`config.mk`:
```
export PLATFORM = sky130hd
export DESIGN_NAME = counter_event_monitor_flat
export DESIGN_NICKNAME = d
export VERILOG_FILES = /design/src/rtl/counter_event_monitor_if.sv /design/src/rtl/counter_event_monitor.sv /design/src/flat_wrapper.sv
export SDC_FILE = /design/constraint.sdc
export NUM_CORES = 1
export LEC_CHECK = 0
export ABC_AREA = 1
export CORE_UTILIZATION = 55
export DETAILED_ROUTE_END_ITERATION = 10
export PLACE_DENSITY = 0.79
export SLEW_MARGIN = 5
export SYNTH_ARGS = -nofsm -noshare
export SYNTH_HDL_FRONTEND = slang
export SYNTH_SLANG_ARGS = --single-unit
```
`constraint.sdc`:
```
create_clock -name clk -period 3.5 [get_ports clk]
set_input_delay 0.7 -clock clk [delete_from_list [all_inputs] [get_ports clk]]
set_output_delay 0.7 -clock clk [all_outputs]
set_load 0.02 [all_outputs]
```
`src/rtl/counter_event_monitor_if.sv`:
```
// Event record stream from counter_event_monitor to its consumer.
// First-word fall-through valid/ready handshake carrying {type, prev_q, new_q}.
interface counter_event_monitor_if #(
  parameter int WIDTH = 4
);
  localparam int REC_W = 2 + 2 * WIDTH;

  logic             ev_valid;
  logic             ev_ready;
  logic [REC_W-1:0] ev_data;

  modport master (output ev_valid, output ev_data, input  ev_ready);
  modport slave  (input  ev_valid, input  ev_data, output ev_ready);
endinterface

```
`src/rtl/counter_event_monitor.sv`:
```
// Watches a counter's Q output, classifies each step and queues wrap/jump
// events in a small FWFT FIFO, with saturating per-type event counters.
module counter_event_monitor #(
  parameter int WIDTH = 4,
  parameter int DEPTH = 4,
  parameter int CNT_W = 8
) (
  input  logic                     clk,
  input  logic                     rst,
  input  logic [WIDTH-1:0]         Q,
  input  logic                     clear,
  counter_event_monitor_if.master  ev,
  output logic [CNT_W-1:0]         wrap_up_cnt,
  output logic [CNT_W-1:0]         wrap_dn_cnt,
  output logic [CNT_W-1:0]         jump_cnt,
  output logic                     overflow,
  output logic [$clog2(DEPTH):0]   level
);

  localparam int AW    = $clog2(DEPTH);
  localparam int LW    = AW + 1;
  localparam int REC_W = 2 + 2 * WIDTH;

  localparam logic [0:0] ST_PRIME = 1'b0;
  localparam logic [0:0] ST_RUN   = 1'b1;

  localparam logic [1:0] EV_NONE    = 2'b00;
  localparam logic [1:0] EV_WRAP_UP = 2'b01;
  localparam logic [1:0] EV_WRAP_DN = 2'b10;
  localparam logic [1:0] EV_JUMP    = 2'b11;

  localparam logic [WIDTH-1:0] Q_ONE   = WIDTH'(1);
  localparam logic [CNT_W-1:0] CNT_ONE = CNT_W'(1);
  localparam logic [AW-1:0]    PTR_ONE = AW'(1);
  localparam logic [LW-1:0]    LVL_ONE = LW'(1);
  localparam logic [LW-1:0]    LVL_MAX = LW'(DEPTH);

  logic [0:0]       state_q, state_d;
  logic [WIDTH-1:0] prev_q, prev_d;
  logic [CNT_W-1:0] wrap_up_cnt_q, wrap_up_cnt_d;
  logic [CNT_W-1:0] wrap_dn_cnt_q, wrap_dn_cnt_d;
  logic [CNT_W-1:0] jump_cnt_q, jump_cnt_d;
  logic             overflow_q, overflow_d;
  logic [AW-1:0]    wr_ptr_q, wr_ptr_d;
  logic [AW-1:0]    rd_ptr_q, rd_ptr_d;
  logic [LW-1:0]    level_q, level_d;
  logic [REC_W-1:0] mem_q [DEPTH];

  logic [WIDTH-1:0] prev_inc, prev_dec;
  logic [1:0]       ev_type;
  logic [REC_W-1:0] ev_rec;
  logic             has_event, full, push, pop;

  // NOTE: every signal assigned in always_comb gets a default first, otherwise
  // a path that skips the assignment infers a latch.
  always_comb begin
    prev_inc = prev_q + Q_ONE;
    prev_dec = prev_q - Q_ONE;
    ev_type  = EV_NONE;
    if (state_q == ST_RUN) begin
      // Unknown bits in Q fail every equality and land in the JUMP branch.
      if (Q == prev_q)        ev_type = EV_NONE;
      else if (Q == prev_inc) ev_type = (prev_q == '1) ? EV_WRAP_UP : EV_NONE;
      else if (Q == prev_dec) ev_type = (prev_q == '0) ? EV_WRAP_DN : EV_NONE;
      else                    ev_type = EV_JUMP;
    end
    ev_rec    = {ev_type, prev_q, Q};
    has_event = (ev_type != EV_NONE) && !clear;
  end

  assign full = (level_q == LVL_MAX);
  assign pop  = ev.ev_valid && ev.ev_ready && !clear;
  assign push = has_event && (!full || pop);

  always_comb begin
    state_d       = ST_RUN;
    prev_d        = Q;
    wrap_up_cnt_d = wrap_up_cnt_q;
    wrap_dn_cnt_d = wrap_dn_cnt_q;
    jump_cnt_d    = jump_cnt_q;
    overflow_d    = overflow_q;
    wr_ptr_d      = wr_ptr_q;
    rd_ptr_d      = rd_ptr_q;
    level_d       = level_q;
    if (clear) begin
      wrap_up_cnt_d = '0;
      wrap_dn_cnt_d = '0;
      jump_cnt_d    = '0;
      overflow_d    = 1'b0;
      wr_ptr_d      = '0;
      rd_ptr_d      = '0;
      level_d       = '0;
    end else begin
      // Counters track every classified event, including dropped ones.
      case (ev_type)
        EV_WRAP_UP: if (wrap_up_cnt_q != '1) wrap_up_cnt_d = wrap_up_cnt_q + CNT_ONE;
        EV_WRAP_DN: if (wrap_dn_cnt_q != '1) wrap_dn_cnt_d = wrap_dn_cnt_q + CNT_ONE;
        EV_JUMP:    if (jump_cnt_q    != '1) jump_cnt_d    = jump_cnt_q    + CNT_ONE;
        default: ;
      endcase
      if (has_event && !push) overflow_d = 1'b1;
      if (push) wr_ptr_d = wr_ptr_q + PTR_ONE;
      if (pop)  rd_ptr_d = rd_ptr_q + PTR_ONE;
      case ({push, pop})
        2'b10:   level_d = level_q + LVL_ONE;
        2'b01:   level_d = level_q - LVL_ONE;
        default: level_d = level_q;
      endcase
    end
  end

  // NOTE: sequential state uses non-blocking assignments so every flop samples
  // the pre-edge values regardless of statement order.
  always_ff @(posedge clk) begin
    if (rst) begin
      state_q       <= ST_PRIME;
      prev_q        <= '0;
      wrap_up_cnt_q <= '0;
      wrap_dn_cnt_q <= '0;
      jump_cnt_q    <= '0;
      overflow_q    <= 1'b0;
      wr_ptr_q      <= '0;
      rd_ptr_q      <= '0;
      level_q       <= '0;
    end else begin
      state_q       <= state_d;
      prev_q        <= prev_d;
      wrap_up_cnt_q <= wrap_up_cnt_d;
      wrap_dn_cnt_q <= wrap_dn_cnt_d;
      jump_cnt_q    <= jump_cnt_d;
      overflow_q    <= overflow_d;
      wr_ptr_q      <= wr_ptr_d;
      rd_ptr_q      <= rd_ptr_d;
      level_q       <= level_d;
    end
  end

  // NOTE: the record storage is deliberately not reset; level_q gates every
  // read, so stale contents are never visible.
  always_ff @(posedge clk) begin
    if (push) mem_q[wr_ptr_q] <= ev_rec;
  end

  assign ev.ev_valid = (level_q != '0);
  assign ev.ev_data  = ev.ev_valid ? mem_q[rd_ptr_q] : '0;
  assign wrap_up_cnt = wrap_up_cnt_q;
  assign wrap_dn_cnt = wrap_dn_cnt_q;
  assign jump_cnt    = jump_cnt_q;
  assign overflow    = overflow_q;
  assign level       = level_q;

endmodule

```
`src/flat_wrapper.sv`:
```
// flat-port wrapper written by rule: the top's interface ports become plain ports
module counter_event_monitor_flat 
#(
  parameter int WIDTH = 4,
  parameter int DEPTH = 4,
  parameter int CNT_W = 8
)
  (clk, rst, Q, clear, wrap_up_cnt, wrap_dn_cnt, jump_cnt, overflow, level, ev_ev_valid, ev_ev_data, ev_ev_ready);
  counter_event_monitor_if #(.WIDTH(WIDTH)) ev_i ();
  input  logic clk;
  input  logic rst;
  input  logic [WIDTH-1:0] Q;
  input  logic clear;
  output logic [CNT_W-1:0] wrap_up_cnt;
  output logic [CNT_W-1:0] wrap_dn_cnt;
  output logic [CNT_W-1:0] jump_cnt;
  output logic overflow;
  output logic [$clog2(DEPTH):0] level;
  output wire logic [$bits(ev_i.ev_valid)-1:0] ev_ev_valid;
  output wire logic [$bits(ev_i.ev_data)-1:0] ev_ev_data;
  input wire logic [$bits(ev_i.ev_ready)-1:0] ev_ev_ready;
  assign ev_ev_valid = ev_i.ev_valid;
  assign ev_ev_data = ev_i.ev_data;
  assign ev_i.ev_ready = ev_ev_ready;
  counter_event_monitor #(.WIDTH(WIDTH), .DEPTH(DEPTH), .CNT_W(CNT_W)) u_core (.clk(clk), .rst(rst), .Q(Q), .clear(clear), .ev(ev_i), .wrap_up_cnt(wrap_up_cnt), .wrap_dn_cnt(wrap_dn_cnt), .jump_cnt(jump_cnt), .overflow(overflow), .level(level));
endmodule
```
==> summary.md, run 1 <==
| Metric | Value |
|---|---|
| Run status | completed |
| Clk_lat worst skew | 0.34 ns |
| GP Congestion | 0.859 |
| Setup CP Type | flop to output pin |
| IO Pins | 47 |
| Drt drc | 0 |
| Hold Crit Depth | 2 |
| Mapped Cells | 444 |
| Chip Width | 85.2 um |
| Final hold vios | 0 |
| Synth Area in Adders | 3.81% |
| Power per cell area | 424 mW/mm2 |
| CTS Buf Count | 9 |
| H-tree levels | 3 |
| Critical Path AT | 2.49 ns |
| Setup Skew | 0.00948 ns |
| Sequential-to-total area share from yosys stat | 52.1% |
| Post-synth EDFFs | 40 |
| Final WL | 8050 um |
| Post-CTS Hold Buffers | 0 |
| CTS Buffer Depth | 2 |
| Initial DRC Count | 123 |
| Post-Syn Nets | 463 |
| Hold Crit Class | flop to flop |
| Average wire per standard cell | 13.9 um |
| CORE AREA | 0.00653 mm2 |
| Layout cells sized above 1 | 7.34% |
| Multi-input logic area | 0.00157 mm2 |
| First-pass DRT Iterations | 5 |
| Largest net degree at the start of global routing | 24 |
| Hpwl dp | 5480 um |
| P_leak | 1.77 nW |
| Min Clock Period, post-route | 3.19 ns |
| Clock-pin slew on the worst setup and hold paths | 0.08 ns |
| CTS root buf | clkbuf_8 |
| Vias in the first global route | 2973 |
| Net count reported at finish | 518 |
| DR vias | 3167 |
| Area grow syn2layout | 20.3% |
| Synth top area cells | edfxtp_1 (32%), dfxtp_1 (21%), nand2_1 (7.9%) |
| Total power | 1.94 mW |
| Main combinational cell family by area after synthesis | simple AND/OR/NAND/NOR gates |
| Synthesized cell area | 0.00381 mm2 |
| Max Slew Vio Count | 0 |
| Simple-Gate Fraction of Synth Area | 24.7% |
| Synth Flop Type | edfxtp_1 |
| Row cnt | 29 |
| Post-synth top area share | 31.6% |
| Synth area leader | edfxtp_1 |
| Distinct cells, synth | 26 |
| Syn Area/Cell | 8.57 um2 |
| Tcrit/Tclk final | 91.3% |
| Fill cells | 509 |
| Peak VDD IR | 0.000284 V |
| R2R depth | 17 |
| ANT cells | 0 |
| ANT nets after route | 0 |
| Total Die Area | 0.00726 mm2 |
| Max cap viols | 0 |
| Die Y | 85.2 um |
| Port Buf Inserts | 46 |
| Initial antenna violation count | 0 |
| CTS tree | yes |
| FMAX | 313 MHz |
| Ys async rst share | 0% |
| Synth Area in Compound Gates | 8.58% |
| Post-CTS Resized | 0 |
| Syn. warnings | 0 |
| Worst slew margin | 52.4% |
| Worst Setup End Kind | output pin |
| Startpoint type of the worst setup path | flop |
| Final Setup Violations | 0 |
| RSZ-0062 raised after global routing | no |
| Mux contribution to synthesized area | 0% |
| Commonest non-fill, non-tap cells in the layout | nand2_1 (80), nor2_1 (73), clkdlybuf4s50_1 (46) |
| Commonest non-fill, non-tap cell in the layout | nand2_1 |
| Sequential cell area | 0.00198 mm2 |
| Routed vias/inst | 5.45 |
| Setup Buffers After CTS | 0 |
| Register bit total from synthesis | 79 |
| # clock sinks | 79 |
| CP required | 2.80 ns |
| CP max FO | 11 |
| Initial Util | 58.3% |
| First-pass GRT wire length | 13600 um |
| TNS Setup | 0 ns |
| GRT overflow | 0 |
| Worst Max-Slew Pin Slew | 0.714 ns |
| Tot GR Track Use | 23.9% |
| Synth Area in XOR/XNOR | 4.14% |
report_power, final:
group          internal [mW]  total, mW  switching (mW)  leakage [nW]
Sequential             0.996       1.01          0.0146         0.684
Clock                  0.400      0.726           0.326         0.106
Combinational         0.0709      0.205           0.134         0.983
Total                   1.47       1.94           0.475          1.77
registers in the layout, summed over array words and instances (netlist names), named ones only:
signal	cells
u_core.jump_cnt	8
u_core.state_q	1
u_core.wrap_up_cnt	8
u_core.prev_q	4
u_core.wrap_dn_cnt	8
u_core.rd_ptr_q	2
u_core.level	3
u_core.wr_ptr_q	2
u_core.mem_q	40
u_core.overflow	1
layout make-up:
cell class / instances / share of cell area [%]
Clock inverter: 6 / 1.86
Tap cell: 77 / 2.10
Sequential cell: 79 / 43.3
Timing Repair Buffer: 56 / 11.7
Multi-Input combinational cell: 305 / 34.3
Inverter: 48 / 3.99
Clock buffer: 10 / 2.79
cells by family (layout without fill, tap and decap cells):
| kind of cell | Yosys count | in the layout |
|---|---|---|
| xor gates and xnor gates | 18 | 18 |
| AOI/OAI and AO/OA | 65 | 65 |
| DFF | 79 | 79 |
| buffers and inverters | 60 | 120 |
| adders and majority gates | 11 | 11 |
| and+or+nand+nor | 211 | 211 |
per-layer routing:
metal / share of wire [%] / GRT usage, % / up-vias
met4: 2.4 / 11.9 / 0
li1: - / - / 1585
met2: 48 / 39.9 / 108
met3: 5.4 / 4.28 / 19
met5: 0 / 0 / -
met1: 45 / 30.1 / 1455
Yosys cell counts, types with 5 or more instances:
| library cell | instances |
|---|---|
| nand3_1 | 21 |
| xor2_1 | 10 |
| clkbuf_1 | 9 |
| dfxtp_1 | 39 |
| nand2_1 | 80 |
| ha_1 | 10 |
| inv_1 | 39 |
| xnor2_1 | 8 |
| edfxtp_1 | 40 |
| o21ai_0 | 25 |
| a21oi_1 | 39 |
| nor3_1 | 6 |
| nor2_1 | 73 |
| inv_2 | 5 |
| nand4_1 | 22 |
path summary, 6_finish.rpt:
path                     from               to  slack (ns)
max reg2reg  u_core.prev_q[0]  u_core.level[2]        0.44
min reg2reg   u_core.overflow  u_core.overflow        0.46
min           u_core.overflow  u_core.overflow        0.46
max                      flop    ev_ev_data[9]        0.31
stage by stage:
| step | util (%) | hold WS (ns) | area [um2] | cells | setup WS, ns |
|---|---|---|---|---|---|
| finish | 70.1 | 0.457 | 4580 | 581 | 0.305 |
| CTS | 70.1 | 0.462 | 4580 | 581 | 0.253 |
| global placement | 66.9 | 0.438 | 4370 | 565 | 0.183 |
| global route | 70.1 | 0.498 | 4580 | 581 | 0.0649 |
| floorplan | - | 0.436 | 3810 | 444 | 0.773 |
| detailed placement | 66.9 | 0.447 | 4370 | 565 | 0.0751 |
worst max-delay path, cell delays in order (launching register included):
cell	delay [ns]
dfxtp_1	0.63
clkinv_1	0.43
nor2_1	0.18
o21ai_0	0.09
a21oi_1	0.19
clkdlybuf4s50_1	0.63
(Power assumes the default switching activity.)
==> run 2: changes to the inputs <==
Settings changed: GPL_ROUTABILITY_DRIVEN set to 0, HOLD_SLACK_MARGIN set to 0.15.
==> results of run 2 <==
No change in the layout: final DEF, timing and power equal those of run 1.
==> run 3: changes to the inputs <==
Settings changed: MAX_ROUTING_LAYER set to met4, SLEW_MARGIN 5 to 40.
==> run 3 against run 2 <==
Cell count did not move. Clock power barely moved. Combinational power barely moved. Routed wire length rose by 0.31%. Worst hold slack improved by 0.00070 ns. Design area did not move. Clock skew rose by 0.0013 ns. Maximum frequency fell by 0.12%. Total power barely moved. Critical path depth did not move. Global-route usage rose by 0.89 points. Critical endpoint unchanged. Largest cell class unchanged. Highest routed layer unchanged.
==> summary.md, run 3 (synthesis results as in run 1) <==
| Metric | Value |
|---|---|
| CP max FO | 11 |
| Area grow syn2layout | 20.3% |
| Drt drc | 0 |
| RSZ-0062 raised after global routing | no |
| # clock sinks | 79 |
| FMAX | 313 MHz |
| Critical Path AT | 2.50 ns |
| Max cap viols | 0 |
| ANT cells | 0 |
| CORE AREA | 0.00653 mm2 |
| Largest net degree at the start of global routing | 24 |
| Worst setup margin | 0.302 ns |
| Setup CP Type | flop to output pin |
| Run status | completed |
| Reg with most FFs | u_core.mem_q |
| Net count reported at finish | 518 |
| Multi-input logic area | 0.00157 mm2 |
| Port Buf Inserts | 46 |
| Crit path capture | ev_ev_data[9] |
| Average wire per standard cell | 13.9 um |
| Reg2reg start | u_core.prev_q[0] |
| Commonest non-fill, non-tap cell in the layout | nand2_1 |
| Worst Setup End Kind | output pin |
| TNS Setup | 0 ns |
| Row cnt | 29 |
| Worst slew margin | 51.0% |
| Commonest non-fill, non-tap cells in the layout | nand2_1 (80), nor2_1 (73), clkdlybuf4s50_1 (46) |
| Worst Max-Slew Pin Slew | 0.734 ns |
| Initial antenna violation count | 0 |
| Reg-to-reg endpoint | u_core.level[2] |
| Final Setup Violations | 0 |
| Largest register FFs | 40 |
| Layout cells sized above 1 | 7.34% |
| Setup Buffers After CTS | 0 |
| Post-CTS Hold Buffers | 0 |
| Post-CTS Resized | 0 |
| R2R depth | 17 |
| DP Area | 0.00437 mm2 |
| Tcrit/Tclk final | 91.4% |
| Die Y | 85.2 um |
| Total Die Area | 0.00726 mm2 |
| Worst slack at placement | 0.0751 ns |
| CTS tree | yes |
| Startpoint type of the worst setup path | flop |
| Max Slew Vio Count | 0 |
| CP required | 2.80 ns |
| Power per cell area | 424 mW/mm2 |
| R2R Setup Slk | 0.43 ns |
| Final hold vios | 0 |
| First-pass DRT Iterations | 4 |
| Hold Crit Class | flop to flop |
| Final hold slack | 0.458 ns |
| Final WL | 8080 um |
| CTS root buf | clkbuf_8 |
| Total power | 1.94 mW |
| DR vias | 3145 |
| Hpwl dp | 5480 um |
| GRT overflow | 0 |
| Clock-pin slew on the worst setup and hold paths | 0.08 ns |
| Design area | 0.00458 mm2 |
| Routed vias/inst | 5.41 |
| IO Pins | 47 |
| CTS Buf Count | 9 |
| First-pass GRT wire length | 13600 um |
| Clk_lat worst skew | 0.34 ns |
| P_leak | 1.77 nW |
| Tot GR Track Use | 24.8% |
| Peak VDD IR | 0.000284 V |
| Fill cells | 509 |
| H-tree levels | 3 |
| CTS Buffer Depth | 2 |
| Initial DRC Count | 143 |
| Chip Width | 85.2 um |
| Min Clock Period, post-route | 3.20 ns |
| ANT nets after route | 0 |
| Initial Util | 58.3% |
| Vias in the first global route | 2959 |
| Sequential cell area | 0.00198 mm2 |
| Setup Skew | 0.0108 ns |
-- run 3: cell counts in the layout (fill, tap and decap cells not counted) --
No cell type changed its count.
-- run 3: where the power goes --
part	switching (mW)	internal, mW
clock	0.324	0.400
combinational	0.135	0.0709
sequential	0.0145	0.996
total	0.473	1.47
-- run 3: layout make-up --
cell class | count | area share (%)
sequential | 79 | 43.3
multi-input combinational | 305 | 34.3
timing repair buffer | 56 | 11.7
inverter | 48 | 3.99
clock buffer | 10 | 2.79
tap | 77 | 2.10
clock inverter | 6 | 1.86
-- run 3: worst min-delay path by stage --
stage / startpoint / endpoint / slack, ns / depth (start not counted)
floorplan: u_core.rd_ptr_q[1] / flop / 0.44 / 2
global placement: u_core.overflow / u_core.overflow / 0.44 / 2
detailed placement: u_core.overflow / u_core.overflow / 0.45 / 2
CTS: u_core.overflow / u_core.overflow / 0.46 / 2
global route: u_core.overflow / u_core.overflow / 0.50 / 2
finish: u_core.overflow / u_core.overflow / 0.46 / 2
-- run 3: metrics by stage --
stage / instances / util (%)
final: 581 / 70.1
after global routing: 581 / 70.1
after CTS: 581 / 70.1
after detailed placement: 565 / 66.9
after global placement: 565 / 66.9
after floorplan: 444 / -
-- run 3: worst max-delay path, stage by stage, from the launching register on --
cell and delay (ns):
dfxtp_1 0.62, clkinv_1 0.44, nor2_1 0.18, o21ai_0 0.09, a21oi_1 0.19, clkdlybuf4s50_1 0.63
-- run 3: layer usage --
| metal | vias up | wire (um) | track usage, % |
|---|---|---|---|
| met5 | - | 0 | - |
| met4 | 0 | 201 | 11.9 |
| met3 | 19 | 367 | 4.18 |
| met2 | 87 | 3870 | 40.0 |
| met1 | 1454 | 3640 | 30.5 |
| li1 | 1585 | - | - |
